<file path="src/rtl/game_pkg.sv">
`default_nettype none
`timescale 1ns/1ps
// ============================================================================
// Package     : game_pkg
// Description : Shared types and helpers for the snake game-flow controller.
//               state_t is the encoding driven on game_sequencer.state.
//               tick_period() computes the score-dependent move-tick period.
// Revision    : 1.0 - initial release
// ============================================================================
package game_pkg;

  localparam int SCORE_W = 7;

  typedef enum logic [1:0] {
    IDLE   = 2'd0,
    RUN    = 2'd1,
    PAUSED = 2'd2,
    OVER   = 2'd3
  } state_t;

  // period = max(tick_div - score*step, min_div), evaluated in 32 bits.
  // The difference is treated as signed so an over-large speed-up (negative
  // result) saturates to min_div instead of wrapping to a huge period.
  function automatic logic [31:0] tick_period(
    input logic [SCORE_W-1:0] score,
    input logic [31:0]        tick_div,
    input logic [31:0]        min_div,
    input logic [31:0]        step
  );
    logic [31:0]        dec;
    logic signed [31:0] diff;
    dec  = {{(32-SCORE_W){1'b0}}, score} * step;
    diff = $signed(tick_div - dec);
    if (diff < $signed(min_div)) begin
      return min_div;
    end
    return $unsigned(diff);
  endfunction

endpackage

`default_nettype wire

</file>
<file path="src/rtl/game_sequencer_move_tick_gen.sv">
`default_nettype none
`timescale 1ns/1ps
// ============================================================================
// Module      : move_tick_gen
// Description : Programmable divider producing the snake move tick.
//               Counts 0..period-1 while en is high; tick pulses for one
//               cycle after the terminal count and the counter restarts.
//               The period is captured on load and re-captured at every
//               wrap, so a new speed takes effect on the next full period.
//               With en low the count is frozen (used for pause).
// Ports       : clk, nRst (async, active-low)
//               en     - count enable
//               load   - restart count at 0 and capture period
//               period - cycles per tick (32 bit)
//               tick   - registered 1-cycle pulse
// Revision    : 1.0 - initial release
// ============================================================================
module move_tick_gen (
  input  logic        clk,
  input  logic        nRst,
  input  logic        en,
  input  logic        load,
  input  logic [31:0] period,
  output logic        tick
);

  logic [31:0] r_count;
  logic [31:0] r_period;
  logic        w_last;

  // >= rather than == so a count can never run past the terminal value
  assign w_last = (r_count >= (r_period - 32'd1));

  always_ff @(posedge clk or negedge nRst) begin
    if (!nRst) begin
      r_count  <= '0;
      r_period <= '0;
      tick     <= 1'b0;
    end else if (load) begin
      r_count  <= '0;
      r_period <= period;
      tick     <= 1'b0;
    end else if (en) begin
      if (w_last) begin
        r_count  <= '0;
        r_period <= period;
        tick     <= 1'b1;
      end else begin
        r_count  <= r_count + 32'd1;
        tick     <= 1'b0;
      end
    end else begin
      tick <= 1'b0;
    end
  end

endmodule

`default_nettype wire

</file>
<file path="src/rtl/game_sequencer.sv">
`default_nettype none
`timescale 1ns/1ps
// ============================================================================
// Module      : game_sequencer
// Description : Game-flow controller. Converts start/collision levels into
//               1-cycle score_inc/score_clr commands, generates the
//               score-dependent move tick and selects current/high score
//               for the display.
// Ports       : clk, nRst (async, active-low)
//               start_btn, good_coll, bad_coll - input levels
//               cur_score [SCORE_W]           - score tracker feedback
//               score_inc, score_clr, move_tick - 1-cycle pulses
//               show_high (1 = high score), game_over, state (state_t)
// Config      : GAME_PAUSE_EN - start rise toggles RUN <-> PAUSED
// Revision    : 1.0 - initial release
// ============================================================================
module game_sequencer
  import game_pkg::*;
#(
  parameter int unsigned TICK_DIV     = 1_500_000,
  parameter int unsigned MIN_DIV      = 500_000,
  parameter int unsigned SPEEDUP_STEP = 100_000,
  parameter int unsigned MAX_SCORE    = 50,
  parameter int unsigned OVER_HOLD    = 50_000_000
) (
  input  logic               clk,
  input  logic               nRst,
  input  logic               start_btn,
  input  logic               good_coll,
  input  logic               bad_coll,
  input  logic [SCORE_W-1:0] cur_score,
  output logic               score_inc,
  output logic               score_clr,
  output logic               move_tick,
  output logic               show_high,
  output logic               game_over,
  output logic [1:0]         state
);

  localparam logic [1:0] c_st_idle   = IDLE;
  localparam logic [1:0] c_st_run    = RUN;
  localparam logic [1:0] c_st_paused = PAUSED;
  localparam logic [1:0] c_st_over   = OVER;

  logic [1:0]  r_state;
  logic [1:0]  w_next;
  logic        r_start_q;
  logic        r_good_q;
  logic [31:0] r_hold_cnt;
  logic        w_start_rise;
  logic        w_good_rise;
  logic        w_stay_run;
  logic        w_enter_run;
  logic [31:0] w_period;

  assign w_start_rise = start_btn & ~r_start_q;
  assign w_good_rise  = good_coll & ~r_good_q;
  assign w_period     = tick_period(cur_score, TICK_DIV, MIN_DIV, SPEEDUP_STEP);

  // Only a fresh game (from IDLE) restarts the divider; resuming from pause
  // keeps the frozen count.
  assign w_enter_run  = (r_state == c_st_idle) && (w_next == c_st_run);
  // Tick and score pulses are only produced when the next cycle is still
  // RUN, so neither can leak into OVER or PAUSED.
  assign w_stay_run   = (r_state == c_st_run) && (w_next == c_st_run);

  always_comb begin
    w_next = r_state;
    case (r_state)
      c_st_idle: begin
        if (w_start_rise) w_next = c_st_run;
      end
      c_st_run: begin
        // bad_coll wins over everything else in the same cycle
        if (bad_coll || ({{(32-SCORE_W){1'b0}}, cur_score} >= MAX_SCORE)) begin
          w_next = c_st_over;
        end
`ifdef GAME_PAUSE_EN
        else if (w_start_rise) begin
          w_next = c_st_paused;
        end
`endif
      end
      c_st_paused: begin
`ifdef GAME_PAUSE_EN
        if (w_start_rise) w_next = c_st_run;
`else
        w_next = c_st_idle;
`endif
      end
      c_st_over: begin
        if (r_hold_cnt >= (OVER_HOLD - 32'd1)) w_next = c_st_idle;
      end
      default: w_next = c_st_idle;
    endcase
  end

  always_ff @(posedge clk or negedge nRst) begin
    if (!nRst) begin
      r_state    <= c_st_idle;
      r_start_q  <= 1'b0;
      r_good_q   <= 1'b0;
      r_hold_cnt <= '0;
      score_inc  <= 1'b0;
      score_clr  <= 1'b0;
      show_high  <= 1'b1;
      game_over  <= 1'b0;
    end else begin
      r_state    <= w_next;
      r_start_q  <= start_btn;
      r_good_q   <= good_coll;
      r_hold_cnt <= (r_state == c_st_over) ? (r_hold_cnt + 32'd1) : 32'd0;
      score_inc  <= w_stay_run && w_good_rise;
      score_clr  <= w_enter_run;
      show_high  <= (w_next == c_st_idle) || (w_next == c_st_over);
      game_over  <= (w_next == c_st_over);
    end
  end

  move_tick_gen u_move_tick_gen (
    .clk    (clk),
    .nRst   (nRst),
    .en     (w_stay_run),
    .load   (w_enter_run),
    .period (w_period),
    .tick   (move_tick)
  );

  assign state = r_state;

endmodule

`default_nettype wire
</file>
<file path="config.mk">
export PLATFORM = sky130hd
export DESIGN_NAME = game_sequencer
export DESIGN_NICKNAME = d
export VERILOG_FILES = /design/src/rtl/game_pkg.sv /design/src/rtl/game_sequencer_move_tick_gen.sv /design/src/rtl/game_sequencer.sv
export SDC_FILE = /design/constraint.sdc
export NUM_CORES = 1
export LEC_CHECK = 0
export BUFFER_PORTS_ARGS = -buffer_cell sky130_fd_sc_hd__buf_2
export CORE_MARGIN = 2
export CORE_UTILIZATION = 50
export DETAILED_ROUTE_END_ITERATION = 6
export PLACE_DENSITY = 0.66
export SKIP_LAST_GASP = 1
export SLEW_MARGIN = 20
export SYNTH_ARGS = -nofsm -noshare
export SYNTH_HDL_FRONTEND = slang
export SYNTH_SLANG_ARGS = --single-unit
</file>
<file path="constraint.sdc">
create_clock -name clk -period 4.82 [get_ports clk]
set_clock_uncertainty 0.05 [all_clocks]
set_input_delay 0.241 -clock clk [delete_from_list [all_inputs] [get_ports clk]]
set_output_delay 0.241 -clock clk [all_outputs]
set_load 0.02 [all_outputs]
</file>
# After elaboration in Yosys (flattened, before gate mapping)
# Index checks and enable logic that the tools add are counted.
# word_totals
mem_count	0
rom_bits	0
ram_bits	0
ff_bits	105
latchBits	0
# op_classes
n_reduce_logical	10
div	0
n_eq_ne	5
mux	17
shift	0
n_lt_le_gt_ge	4
add_sub_neg	4
multipliers	1
bitwise	4
# op_table
op	n
$mux W32	9
$add A32 B1 Y32 const B	2
$ge A32 B26 Y1 const B	1
$ge A32 B32 Y1	1
$sub A32 B1 Y32 const B	1
$lt A25 B20 Y1 const B	1
$sub A21 B24 Y25 const A	1
$mul A7 B12 Y19 const B	1
$pmux W2 S4	1
$ge A7 B6 Y1 const B	1
$eq A2 B2 Y1 const B	3
$mux W2	3
$eq A2 B1 Y1 const B	2
$logic_not A2 Y1	2
$mux W1	4
$reduce_bool A2 Y1	2
$logic_and A1 B1 Y1	3
$and A1 B1 Y1	2
$logic_or A1 B1 Y1	2
$not A1 Y1	2
$reduce_and A2 Y1	1

# Logic depth before layout (Yosys ltp)
# logic_depth
word_depth	8
mapped_depth	23
depth_no_buf	21

# Cells and area by module
# A second synthesis with hierarchy kept.
# unflattened
cells_unflattened	1040
hier_area_um2	9034.9
# by_module_without_submodules
mod	cells_each	instances	area_each_um2
move_tick_gen	578	1	4978.5
game_sequencer	462	1	4056.4

# Worst setup path after synthesis
# OpenSTA, ideal clock, no wires.
# synth_timing
path_type	input-to-reg
startpoint	input cur_score[1]
endpoint	register u_move_tick_gen.r_period[18]
stages	19
n_path_buf	1
t_required_ns	4.649
t_arrival_ns	4.901
setup_time_ns	0.121
setup_slack_ns	-0.252
path_cell_list	inv_1 -> ha_1 -> ha_1 -> fa_1 -> ha_1 -> ha_1 -> and3_4 -> or3_1 -> a211o_1 -> or4_1 -> a21oi_1 -> and3b_1 -> a2111oi_2 -> and4b_1 -> ha_1 -> clkbuf_1 -> inv_1 -> nand2_1 -> o22a_1
# synth_between
elab_chain_len	8
elab_cells_between_ends	18
classes_between	add/sub (1); mul (1); order compare (2); eq/ne (1); mux (7); reduce/logical (6)
# synth_rtl
element	line	text
start, declared	game_sequencer.sv:31	input logic [SCORE_W-1:0] cur_score,
$mul A7 B12 Y19 / $ge A7 B6 Y1 (equally long branches)	game_pkg.sv:32, game_sequencer.sv:75	
$sub A21 B24 Y25 / $logic_or A1 B1 Y1 (equally long branches)	game_pkg.sv:33, game_sequencer.sv:75	
$lt A25 B20 Y1 / $mux W2 (equally long branches)	game_pkg.sv:34, game_sequencer.sv:75	
$mux W1 / $pmux W2 S4 (equally long branches)	game_pkg.sv:34, game_sequencer.sv:69	
$mux W32 / $eq A2 B1 Y1 (equally long branches)	game_pkg.sv:37, game_sequencer.sv:62, game_sequencer.sv:65	
$mux W32 (tied with other cells)	game_sequencer_move_tick_gen.sv:44	if (w_last) begin
$mux W32 / $reduce_bool A2 Y1 (equally long branches)	n/a	
$mux W32 / $reduce_and A2 Y1 (equally long branches)	n/a	
end signal, assigned	game_sequencer_move_tick_gen.sv:41	r_period <= period;
end signal, assigned	game_sequencer_move_tick_gen.sv:46	r_period <= period;
end, declared	game_sequencer_move_tick_gen.sv:28	logic [31:0] r_period;
# Parallel ways exist; a longest one is shown, timed or not. The select of a mux whose other input is x is not followed.
# A chain may end at the register's enable or synchronous reset.

# Worst setup path in the final report
# layout_timing
startpoint	input cur_score[1]
endpoint	register u_move_tick_gen.r_period[12]
# The elaborated chain is that of the path after synthesis.

==> out/results.ini <==
[sta]
finalSetupViolCount=0
worst_pin_slew_ns=0.707
fin_crit_ns=4.66
hold_viol=0
timing.fmax_mhz=215
setup_tns_ns=0
slew_violations=0
fin_ws_ns=0.162
period_share_pct=96.6
slew-limit-headroom_pct=52.7

[pwr]
power_density_nw_per_um2=434
irDropWorstVdd_mv=0.224
p_leak_nw=3.80

[routing]
postRouteAntennaNets=0
drt-initial-drc-count=411
routed_via_density=5.83
avgRoutedWirePerCell_um=15.6
vias=6358
drc=0
drt_wl_total_mm=17.0
drtPass1Iterations=5

[clock_network]
clk_path_buf_depth=2
cts-root-buf=clkbuf_16
insertion_delay_ns=0.35
cts_buffers=9
cts_sinks=93
path_clk_slew_ns=0.07
cts_tree=done
htreeDepth=3

[floorplan]
die-area_um2=15600
ios=19
chipHeight_um=125
dieWidth_um=125
rows=44
initial_core_util_pct=50.8
core_um2=14400

[placement]
place_ws_ns=-0.316
portBuffers=18
place_inst=1072
dp_hpwl_mm=12.9
gp_congestion=0.873

[hold_path]
hold_class=in -> reg
whs_path_depth=2

[finish]
layout_commonest_cell=dfrtp_1
mostFrequentLayoutCells=dfrtp_1, ha_1, nand2_1
nFillCells=1253
area_delta_synth_final_pct=15.7
drive_gt1_share_pct=14.9
n_antenna_cell=0
fin_nets=1011
layout.cells.non_filler=1091

[logic_synthesis]
synth.distinct_cells=73
synth-async-reset-ratio_pct=100
yosys_register_bits=93
synth_fp_nets=942
ys_warn_count=0
syn_inst=833
syn_area_per_cell_um2=8.79
synth-seq-area-share_pct=31.8
yosys_most_used_dff=dfrtp_1
synth_edf_count=0
syn_area_um2=7320

[global_routing]
track_usage_pct=22.1
grtUsageMet3_pct=3.34
grt_first_pass_wirelength_mm=28.9
grt_pass1_vias=6179
grt_use_met2_pct=36.2
top_usage_layer=met2
grt-ovfl-total=0
antenna_found_initial=0
grt_use_met1_pct=29.3
grt_max_degree=54

[job]
cap_viol_max_count=0

[setup_path]
endpoint_kind=flip-flop
cp.depth=19
crit_required_ns=5.01
worst_path_dominant_cell_family=adder cells
critPathKind=in -> reg
slowest_stage=fa_1
r2r_cells=14
path_cells=buf_2, ha_1, ha_1, ha_1, inv_1, fa_1, inv_1, ha_4, and3_4, or3_1, a211o_1, or4_1, a21oi_1, and3b_1, a2111oi_2, and4b_2, ha_4, buf_4, o31ai_2
cpMostUsedCell=ha_1
cpPeakStageDelay_ns=0.50
path_buf_inv=4
crit_fanout=6
crit_arrival_ns=4.85
cp-start-kind=input pin

[outcome]
outcome=finished clean

-- report_power, final --
group | switching (W) | total (W) | internal [W]
sequential | 0.000112 | 0.000981 | 0.000869
combinational | 0.00108 | 0.00198 | 0.000898
clock | 0.000310 | 0.000716 | 0.000407
-- area by class of cell --
type | count | area, um2 | share of cell area [%]
multi-input cells | 679 | 4870 | 57.4
clock inverters | 6 | 72.6 | 0.856
flip-flops and latches | 93 | 2330 | 27.5
well taps | 184 | 230 | 2.72
clock buffers | 10 | 229 | 2.70
repair buffers | 85 | 616 | 7.27
inverters | 34 | 130 | 1.54
-- cell families (layout without fill, tap and decap cells) --
logic type | count (synthesis) | after routing | synth area share [%]
flops | 93 | 93 | 31.8
fa+ha+maj | 97 | 97 | 17.2
mux | 2 | 2 | 0.290
buf+inv | 61 | 135 | 3.26
xor+xnor | 68 | 68 | 8.34
compound gates | 201 | 201 | 17.8
simple gates | 311 | 311 | 21.4
-- flip-flops by register name, indices dropped and copies added, names as in the netlist --
register                  count
r_hold_cnt                   32
u_move_tick_gen.r_count      32
u_move_tick_gen.r_period     20
state                         2
game_over                     1
r_good_q                      1
r_start_q                     1
score_clr                     1
score_inc                     1
show_high                     1
u_move_tick_gen.tick          1
-- worst paths after layout --
path                                              startpoint                      endpoint  slack [ns]
worst max-delay path                            cur_score[1]  u_move_tick_gen.r_period[12]        0.16
worst min-delay path                            cur_score[0]   u_move_tick_gen.r_period[5]        0.18
worst max register to register  u_move_tick_gen.r_period[15]  u_move_tick_gen.r_period[21]        0.70
worst min register to register                      r_good_q                     score_inc        0.35
max in group asynchronous                               nRst                r_hold_cnt[27]        3.27
min in group asynchronous                               nRst   u_move_tick_gen.r_count[22]        0.37
-- cell usage after synthesis (3+ instances only) --
master	instances	area, um2
and3_1	16	100
nor2b_1	8	50.1
a211oi_1	7	52.6
a2111oi_0	3	26.3
nor3_1	20	100
nand2b_1	6	37.5
o31ai_1	25	188
nor4_1	7	43.8
nand3_1	41	205
or3_1	10	62.6
o41ai_1	4	35.0
or4_1	3	22.5
a31oi_1	17	106
dfrtp_1	92	2300
o211ai_1	4	30.0
inv_1	33	124
and2_1	4	25.0
fa_1	6	120
ha_1	91	1140
o21ai_0	61	305
or2_2	3	18.8
and4_1	4	35.0
xnor2_1	30	263
nor2_1	71	267
xor2_1	37	324
a21oi_1	37	185
a21o_1	9	67.6
a311oi_1	3	26.3
o2bb2ai_1	3	26.3
clkbuf_1	22	82.6
nand2_1	84	315
nand4_1	16	100
o22ai_1	4	25.0
o21a_1	4	30.0
-- metal layers --
| metal | wire (um) | share of wire [%] | up-vias |
|---|---|---|---|
| met5 | 0 | 0 | - |
| met4 | 482 | 2.8 | 0 |
| met3 | 515 | 3.0 | 35 |
| met2 | 8060 | 47 | 132 |
| met1 | 7940 | 47 | 3009 |
| li1 | - | - | 3182 |
-- through the flow --
step / area, um2 / utilization, % / hold slack, ns / total power [W]
after detailed placement: 8080 / 56.0 / 0.204 / 0.00290
after floorplan: 7380 / - / -0.105 / 0.00221
after CTS: 8410 / 58.3 / 0.165 / 0.00364
after global routing: 8470 / 58.7 / 0.179 / 0.00397
final: 8470 / 58.7 / 0.184 / 0.00368
after global placement: 8080 / 56.0 / 0.194 / 0.00284
-- worst reg2reg max path, delay by kind of cell (launching register included) --
family	cells	cell delay, ns
DFF	1	0.42
xor gates and xnor gates	1	0.17
AOI/OAI and AO/OA	5	1.34
and+or+nand+nor	6	1.56
adders and majority gates	1	0.26
buffers and inverters	1	0.23
-- timing repair --
item | 4_1_cts | 5_1_grt
hold endpoints to repair | 42 | 0
setup endpoints to repair | 0 | 19
buffers inserted | 0 | 0
resized for setup | 0 | 16
hold buffers | 3 | 0
No activity file was read; power rests on OpenSTA's default activity.
